### src/rtl/sr_ff_pkg.sv
// Shared definitions for the SR flip-flop bank: conflict-resolution modes
// and the single-bit S/R next-state rule.
package sr_ff_pkg;

  localparam int CM_HOLD   = 0;
  localparam int CM_SET    = 1;
  localparam int CM_RESET  = 2;
  localparam int CM_TOGGLE = 3;

  function automatic logic sr_next_state(
    input logic q,
    input logic s,
    input logic r,
    input int   mode
  );
    logic nxt;
    nxt = q;
    case ({s, r})
      2'b10: nxt = 1'b1;
      2'b01: nxt = 1'b0;
      2'b11: begin
        case (mode)
          CM_SET:    nxt = 1'b1;
          CM_RESET:  nxt = 1'b0;
          CM_TOGGLE: nxt = ~q;
          default:   nxt = q;
        endcase
      end
      default: nxt = q;
    endcase
    return nxt;
  endfunction

endpackage

### src/rtl/sr_ff_cell.sv
// One SR channel: enable-gated S/R next-state logic plus the state flop.
// The flop input comes back from the bank so the load mux stays there.
module sr_ff_cell
  import sr_ff_pkg::*;
#(
  parameter int   CONFLICT_MODE = CM_HOLD,
  parameter logic RESET_VALUE   = 1'b0
) (
  input  logic clk,
  input  logic rst_n,
  input  logic en,
  input  logic s,
  input  logic r,
  input  logic d,
  output logic sr_next,
  output logic q
);

  logic q_q;

  assign sr_next = en ? sr_next_state(q_q, s, r, CONFLICT_MODE) : q_q;

  always_ff @(posedge clk or negedge rst_n) begin
    if (!rst_n) begin
      q_q <= RESET_VALUE;
    end else begin
      q_q <= d;
    end
  end

  assign q = q_q;

endmodule

### src/rtl/sr_ff_bank.sv
// Bank of WIDTH clocked SR flip-flops with parallel load, per-bit change
// pulses and a saturating count of S=R=1 conflict cycles.
module sr_ff_bank
  import sr_ff_pkg::*;
#(
  parameter int               WIDTH         = 8,
  parameter int               CONFLICT_MODE = CM_HOLD,
  parameter logic [WIDTH-1:0] RESET_VALUE   = '0,
  parameter int               CNT_W         = 8
) (
  input  logic             clk,
  input  logic             rst_n,
  input  logic             en,
  input  logic [WIDTH-1:0] s,
  input  logic [WIDTH-1:0] r,
  input  logic             load,
  input  logic [WIDTH-1:0] load_val,
  input  logic             clr_cnt,
  output logic [WIDTH-1:0] q,
  output logic [WIDTH-1:0] qn,
  output logic [WIDTH-1:0] changed,
  output logic [CNT_W-1:0] conflict_cnt,
  output logic             conflict_sat
);

  logic [WIDTH-1:0] q_q;
  logic [WIDTH-1:0] sr_next;
  logic [WIDTH-1:0] q_d;
  logic [WIDTH-1:0] changed_q;
  logic [WIDTH-1:0] changed_d;
  logic [CNT_W-1:0] cnt_q;
  logic [CNT_W-1:0] cnt_d;
  logic             sat_q;
  logic             sat_d;
  logic             conflict;

  for (genvar i = 0; i < WIDTH; i++) begin : g_cell
    sr_ff_cell #(
      .CONFLICT_MODE (CONFLICT_MODE),
      .RESET_VALUE   (RESET_VALUE[i])
    ) u_cell (
      .clk     (clk),
      .rst_n   (rst_n),
      .en      (en),
      .s       (s[i]),
      .r       (r[i]),
      .d       (q_d[i]),
      .sr_next (sr_next[i]),
      .q       (q_q[i])
    );
  end

  assign q_d       = load ? load_val : sr_next;
  assign changed_d = q_d ^ q_q;

  // One count per conflict cycle, however many bits collide.
  assign conflict = en & ~load & (|(s & r));

  always_comb begin
    cnt_d = cnt_q;
    if (clr_cnt) begin
      cnt_d = '0;
    end else if (conflict && !sat_q) begin
      cnt_d = cnt_q + CNT_W'(1);
    end
    sat_d = (cnt_d == {CNT_W{1'b1}});
  end

  always_ff @(posedge clk or negedge rst_n) begin
    if (!rst_n) begin
      changed_q <= '0;
      cnt_q     <= '0;
      sat_q     <= 1'b0;
    end else begin
      changed_q <= changed_d;
      cnt_q     <= cnt_d;
      sat_q     <= sat_d;
    end
  end

  assign q            = q_q;
  assign qn           = ~q_q;
  assign changed      = changed_q;
  assign conflict_cnt = cnt_q;
  assign conflict_sat = sat_q;

endmodule

### config.mk
export PLATFORM = sky130hd
export DESIGN_NAME = sr_ff_bank
export DESIGN_NICKNAME = d
export VERILOG_FILES = /design/src/rtl/sr_ff_pkg.sv /design/src/rtl/sr_ff_cell.sv /design/src/rtl/sr_ff_bank.sv
export SDC_FILE = /design/constraint.sdc
export NUM_CORES = 1
export LEC_CHECK = 0
export BUFFER_PORTS_ARGS = -buffer_cell sky130_fd_sc_hd__buf_2
export CAP_MARGIN = 15
export CORE_ASPECT_RATIO = 0.9
export CORE_MARGIN = 2
export CORE_UTILIZATION = 51
export DETAILED_ROUTE_END_ITERATION = 10
export PLACE_DENSITY_LB_ADDON = 0.08
export REMOVE_ABC_BUFFERS = 1
export SYNTH_ARGS = -nofsm -noshare
export SYNTH_HDL_FRONTEND = slang
export SYNTH_HIERARCHICAL = 1
export SYNTH_SLANG_ARGS = --single-unit
export TNS_END_PERCENT = 5
### constraint.sdc
create_clock -name clk -period 3.62 [get_ports clk]
set_input_delay 0.724 -clock clk [delete_from_list [all_inputs] [get_ports clk]]
set_output_delay 0.724 -clock clk [all_outputs]
set_load 0.005 [all_outputs]
-- After elaboration in Yosys (flattened, before gate mapping)
Cells that the tools add are included.
- add/subtract/negate cells: 1
- $mul: 0
- divide/modulo/power cells: 0
- $lt $le $gt $ge: 0
- equality and inequality tests: 17
- shifts and indexed selects: 0
- mux-type cells: 19
- bitwise logic cells: 6
- reductions and logical operators: 3
- operator list (operator ; number):
    8-bit 2-to-1 mux ; 3
    2-bit by 1-bit == test with 1-bit output, second input constant ; 8
    2-bit == test, second input constant ; 8
    1-bit one-hot mux with 2 select lines ; 8
    8-bit by 1-bit adder with 8-bit output, second input constant ; 1
    8-bit AND ; 1
    8-bit == test, second input constant ; 1
    1-bit 2-to-1 mux ; 8
    8-bit NOT ; 1
    8-bit OR reduction ; 1
    8-bit bitwise XOR ; 1
    1-bit AND ; 2
    1-bit logical AND ; 1
    1-bit zero test ; 1
    1-bit NOT ; 1
- bits in registers: 25
- bits in latches: 0
- bits in writable memories: 0
- memory bits (read-only): 0
- input bits: 29
- word-level logic and storage cells: 57
- memories kept: 0

-- Depth between registers and ports, before layout
- depth in word-level cells: 7
- gate-level depth with buffers: 6

-- Hierarchy
The synthesis kept the hierarchy.
- by module, submodules not included (module ; times used ; cells an instance ; area each (sq um) ; sequential area each (sq um)):
    sr_ff_bank ; 1 ; 94 ; 970.9 ; 425.4
    sr_ff_cell ; 8 ; 5 ; 62.6 ; 25.0

-- Least setup slack after synthesis
No wires, ideal clock.
- path kind: input-to-reg
- from: in load
- to: reg sat_q (netlist: conflict_sat)
- arrival time: 1.980 ns
- path slack: 1.545 ns
- cell stages on the path: 6
- buffers on the path: 1
- cells stage by stage: buf_6 -> nor3b_4 -> nand3_1 -> or3_1 -> a221o_1 -> nor4_2
- word-level cells in the longest chain between the ends: 7
- ends and longest elaborated chain (item ; line ; RTL):
    start, declared ; sr_ff_bank.sv:16 ; input logic load,
    1-bit NOT ; sr_ff_bank.sv:57 ; assign conflict = en & ~load & (|(s & r));
    1-bit AND (2 in series) ; sr_ff_bank.sv:57 ;
    1-bit logical AND ; sr_ff_bank.sv:63 ; end else if (conflict && !sat_q) begin
    8-bit 2-to-1 mux ; sr_ff_bank.sv:63 ;
    8-bit 2-to-1 mux ; sr_ff_bank.sv:61 ; if (clr_cnt) begin
    8-bit == test ; sr_ff_bank.sv:66 ; sat_d = (cnt_d == {CNT_W{1'b1}});
    via sat_d ; sr_ff_bank.sv:34 ; logic sat_d;
    end signal, assigned ; sr_ff_bank.sv:77 ; sat_q <= sat_d;
    end, declared ; sr_ff_bank.sv:33 ; logic sat_q;
The timed path passes the listed nets, and every way through them passes these cells.

-- Final worst setup path
- from: in en
- to: reg sat_q (netlist: conflict_sat)
- word-level cells in the longest chain between the ends: 6
- ends and longest elaborated chain (item ; line ; RTL):
    start, declared ; sr_ff_bank.sv:13 ; input logic en,
    1-bit AND (2 in series) ; sr_ff_bank.sv:57 ;
    1-bit logical AND ; sr_ff_bank.sv:63 ;
    8-bit 2-to-1 mux ; sr_ff_bank.sv:63 ;
    8-bit 2-to-1 mux ; sr_ff_bank.sv:61 ;
    8-bit == test ; sr_ff_bank.sv:66 ;
    via sat_d ; sr_ff_bank.sv:34 ;
The timed path passes the listed nets, and every way through them passes these cells.

==> impl_metrics.py <==
metrics = {
    "cts": {
        "insertion_delay_ns": 0.31,
        "cts_buffers": 3,
        "clock_path_buffers": 2,
        "cts_setup_buffers": 0,
        "cts.repair.resized": 0,
        "clockRootBuffer": "clkbuf_4",
        "htreeDepth": 1,
        "clk_pin_slew_ns": 0.13,
        "cts_tree": "built",
        "cts_sinks": 25,
        "ctsHoldBuffers": 0,
    },
    "placed_design": {
        "gp_congestion": 0.800,
        "port_buffers": 61,
        "dpl_cell_area_um2": 1790,
        "post-dp-hpwl_um": 2340,
    },
    "timing": {
        "setup_viol": 0,
        "min_period_over_period_pct": 56.8,
        "worst_pin_slew_ns": 0.547,
        "rsz0062_at_grt": "no",
        "hold_violations": 0,
        "maxSlewViolCount": 0,
        "finalCriticalPeriod_ns": 2.06,
        "max_freq_mhz": 487,
        "tns_ns": 0,
        "relSlewSlack_pct": 63.5,
        "fin_worst_skew_ns": 0.00117,
    },
    "synthesis": {
        "synth_edf_count": 0,
        "yosys.area.top_type": "dfrtp_1",
        "synth_area_per_cell_um2": 11.0,
        "synth.cell_area_um2": 1470,
        "yosysSeqAreaShare_pct": 42.5,
        "synth_seq_cells": 25,
        "synthDistinctLibCells": 30,
        "ys_top_cells_by_area": "dfrtp_1 (43%), mux2_4 (8.2%), ha_1 (7.7%)",
        "postSynth.asyncResetShare_pct": 100,
        "syn_inst": 134,
        "synth_ff_type": "dfrtp_1",
        "yosysWarnings": 6,
        "synth_top_area_share_pct": 42.5,
    },
    "global_route": {
        "grt_use_total_pct": 20.0,
        "grt_use_met1_pct": 27.0,
        "grt_pass1_wl_um": 4880,
        "gr-max-usage-layer": "met2",
        "grt_max_degree": 26,
        "grt_pass1_vias": 1125,
        "grt_overflow": 0,
        "antenna_found_initial": 0,
        "met2_usage_pct": 32.1,
        "grtUsageMet3_pct": 3.49,
    },
    "critical_path": {
        "end_kind": "register",
        "path_cells": "buf_2, nor3b_4, nand3_1, or3_1, a221o_1, nor4_2",
        "slowest_stage": "a221o_1",
        "cp.arrival_ns": 2.29,
        "cp-start-kind": "input port",
        "path_max_fanout": 10,
        "worst-path-buf-inv": 1,
        "path_delay_family": "simple AND/OR/NAND/NOR gates",
        "crit_required_ns": 3.85,
        "crit_path_max_incr_delay_ns": 0.38,
        "path_class": "in2reg",
    },
    "detailed_routing": {
        "drt.antenna.violating_nets": 0,
        "drtPass1Iterations": 4,
        "dr_total_vias": 1201,
        "wire_per_inst_um": 12.9,
        "via_per_inst": 5.13,
        "routed_wl_um": 3020,
        "drc": 0,
        "first_iter_violations": 46,
    },
    "status": {
        "status": "complete, no violations",
    },
    "power": {
        "p_seq_share_pct": 52.7,
        "powerDensity_nw_per_um2": 341,
        "switching_share_pct": 27.9,
        "p_leak_nw": 0.942,
        "power_frac_comb_pct": 27.5,
        "p_clk_share_pct": 19.8,
        "p_sw_mw": 0.173,
        "ir_worst_vdd_mv": 0.221,
        "total_power_mw": 0.621,
        "power.internal_mw": 0.448,
    },
    "layout": {
        "fin_area_um2": 1820,
        "syn_to_final_growth_pct": 23.7,
        "drive_above_1_share_pct": 42.8,
        "utilization_pct": 66.3,
        "diodes": 0,
        "n_fill_cell": 241,
        "final_nets": 233,
    },
    "floorplanning": {
        "start_util_pct": 53.6,
        "die_w_um": 60.6,
        "die-area_um2": 3330,
        "pin_count": 62,
        "floorplan.core_area_um2": 2750,
        "rows": 18,
        "die_h_um": 55.0,
    },
    "worst_hold_path": {
        "hold_path.class": "in2async",
    },
    "run": {
        "cap_violations": 0,
    },
}
## cell type report
type | instances | area, um^2 | area share, %
timing repair buffer | 61 | 305 | 16.8
sequential | 25 | 626 | 34.4
clock inverter | 1 | 5.00 | 0.275
clock buffer | 3 | 22.5 | 1.24
tap | 40 | 50.0 | 2.75
inverter | 16 | 60.1 | 3.30
multi-input combinational | 88 | 752 | 41.3
## cell usage after synthesis, types with 2 or more instances
master,n
ha_1,9
mux2_4,8
or3_1,2
nand4_1,4
nor2_1,8
nand2_1,2
and4_1,2
inv_1,16
xnor2_1,12
dfrtp_1,25
mux2_2,8
o21ai_0,3
clkbuf_2,2
a22oi_1,4
a21oi_1,3
nand2b_1,8
nand3_1,5
## flip-flops by register name, summed over array words and instances, names as in the netlist
| register | flops |
|---|---|
| conflict_cnt | 8 |
| conflict_sat | 1 |
| g_cell.u_cell/q | 8 |
| changed | 8 |
## cells in the final DEF (no fill, tap or decap), types with 2 or more instances in the layout
cell / count
ha_1: 9
dfrtp_1: 25
nand2b_1: 8
a21oi_1: 3
o21ai_0: 3
or3_1: 2
nand2_1: 2
mux2_2: 8
clkbuf_4: 3
inv_1: 16
mux2_4: 8
and4_1: 2
nor2_1: 8
xnor2_1: 12
buf_2: 61
a22oi_1: 4
nand4_1: 4
nand3_1: 5
## final timing paths
kind | cells after the start | slack [ns] | end | start
worst max-delay path | 6 | 1.56 | conflict_sat | en
worst min-delay path | 1 | 0.37 | changed[4] | rst_n
worst max register to register | 5 | 1.78 | conflict_sat | conflict_sat
worst min register to register | 2 | 0.59 | changed[3] | g_cell[3].u_cell/q
max in group asynchronous | 1 | 2.89 | conflict_cnt[5] | rst_n
min in group clk | 2 | 0.59 | changed[3] | g_cell[3].u_cell/q
## cells by family (layout without fill, tap and decap cells)
family                     after synthesis  count (layout)  share of synthesized area (%)
adders and majority gates                9               9                           7.65
DFF                                     25              25                           42.5
xor gates and xnor gates                13              13                           7.74
buffers and inverters                   21              81                           6.38
and+or+nand+nor                         36              36                           14.9
muxes                                   16              16                           14.3
AOI/OAI and AO/OA                       14              14                           6.55
## power by group through the flow
| stage | registers (mW) | logic (mW) | clock network, mW |
|---|---|---|---|
| 4_1_cts | 0.328 | 0.174 | 0.132 |
| 3_3_place_gp | 0.333 | 0.167 | 0 |
| 5_1_grt | 0.332 | 0.190 | 0.145 |
| 3_5_place_dp | 0.333 | 0.173 | 0 |
| 6_report | 0.327 | 0.171 | 0.123 |
| 2_1_floorplan | 0.337 | 0.0853 | 0 |
## metal layers
metal	vias to the layer above	wire length, um
met3	2	184
met2	47	1350
met4	0	10
li1	585	-
met5	-	0
met1	567	1470
## worst reg2reg max path: stages, from the launching register on
cell and delay, ns:
dfrtp_1 0.45, nor3b_4 0.30, nand3_1 0.15, or3_1 0.35, a221o_1 0.38, nor4_2 0.14
## metrics by stage
step                      worst slack [ns]  cells  hold WS (ns)
after floorplan                       1.61    129         0.428
after global placement                1.33    230         0.553
after detailed placement              1.28    230         0.574
after CTS                             1.62    234         0.389
after global routing                  1.54    234         0.392
final                                 1.56    234         0.372
(Power assumes the default switching activity.)
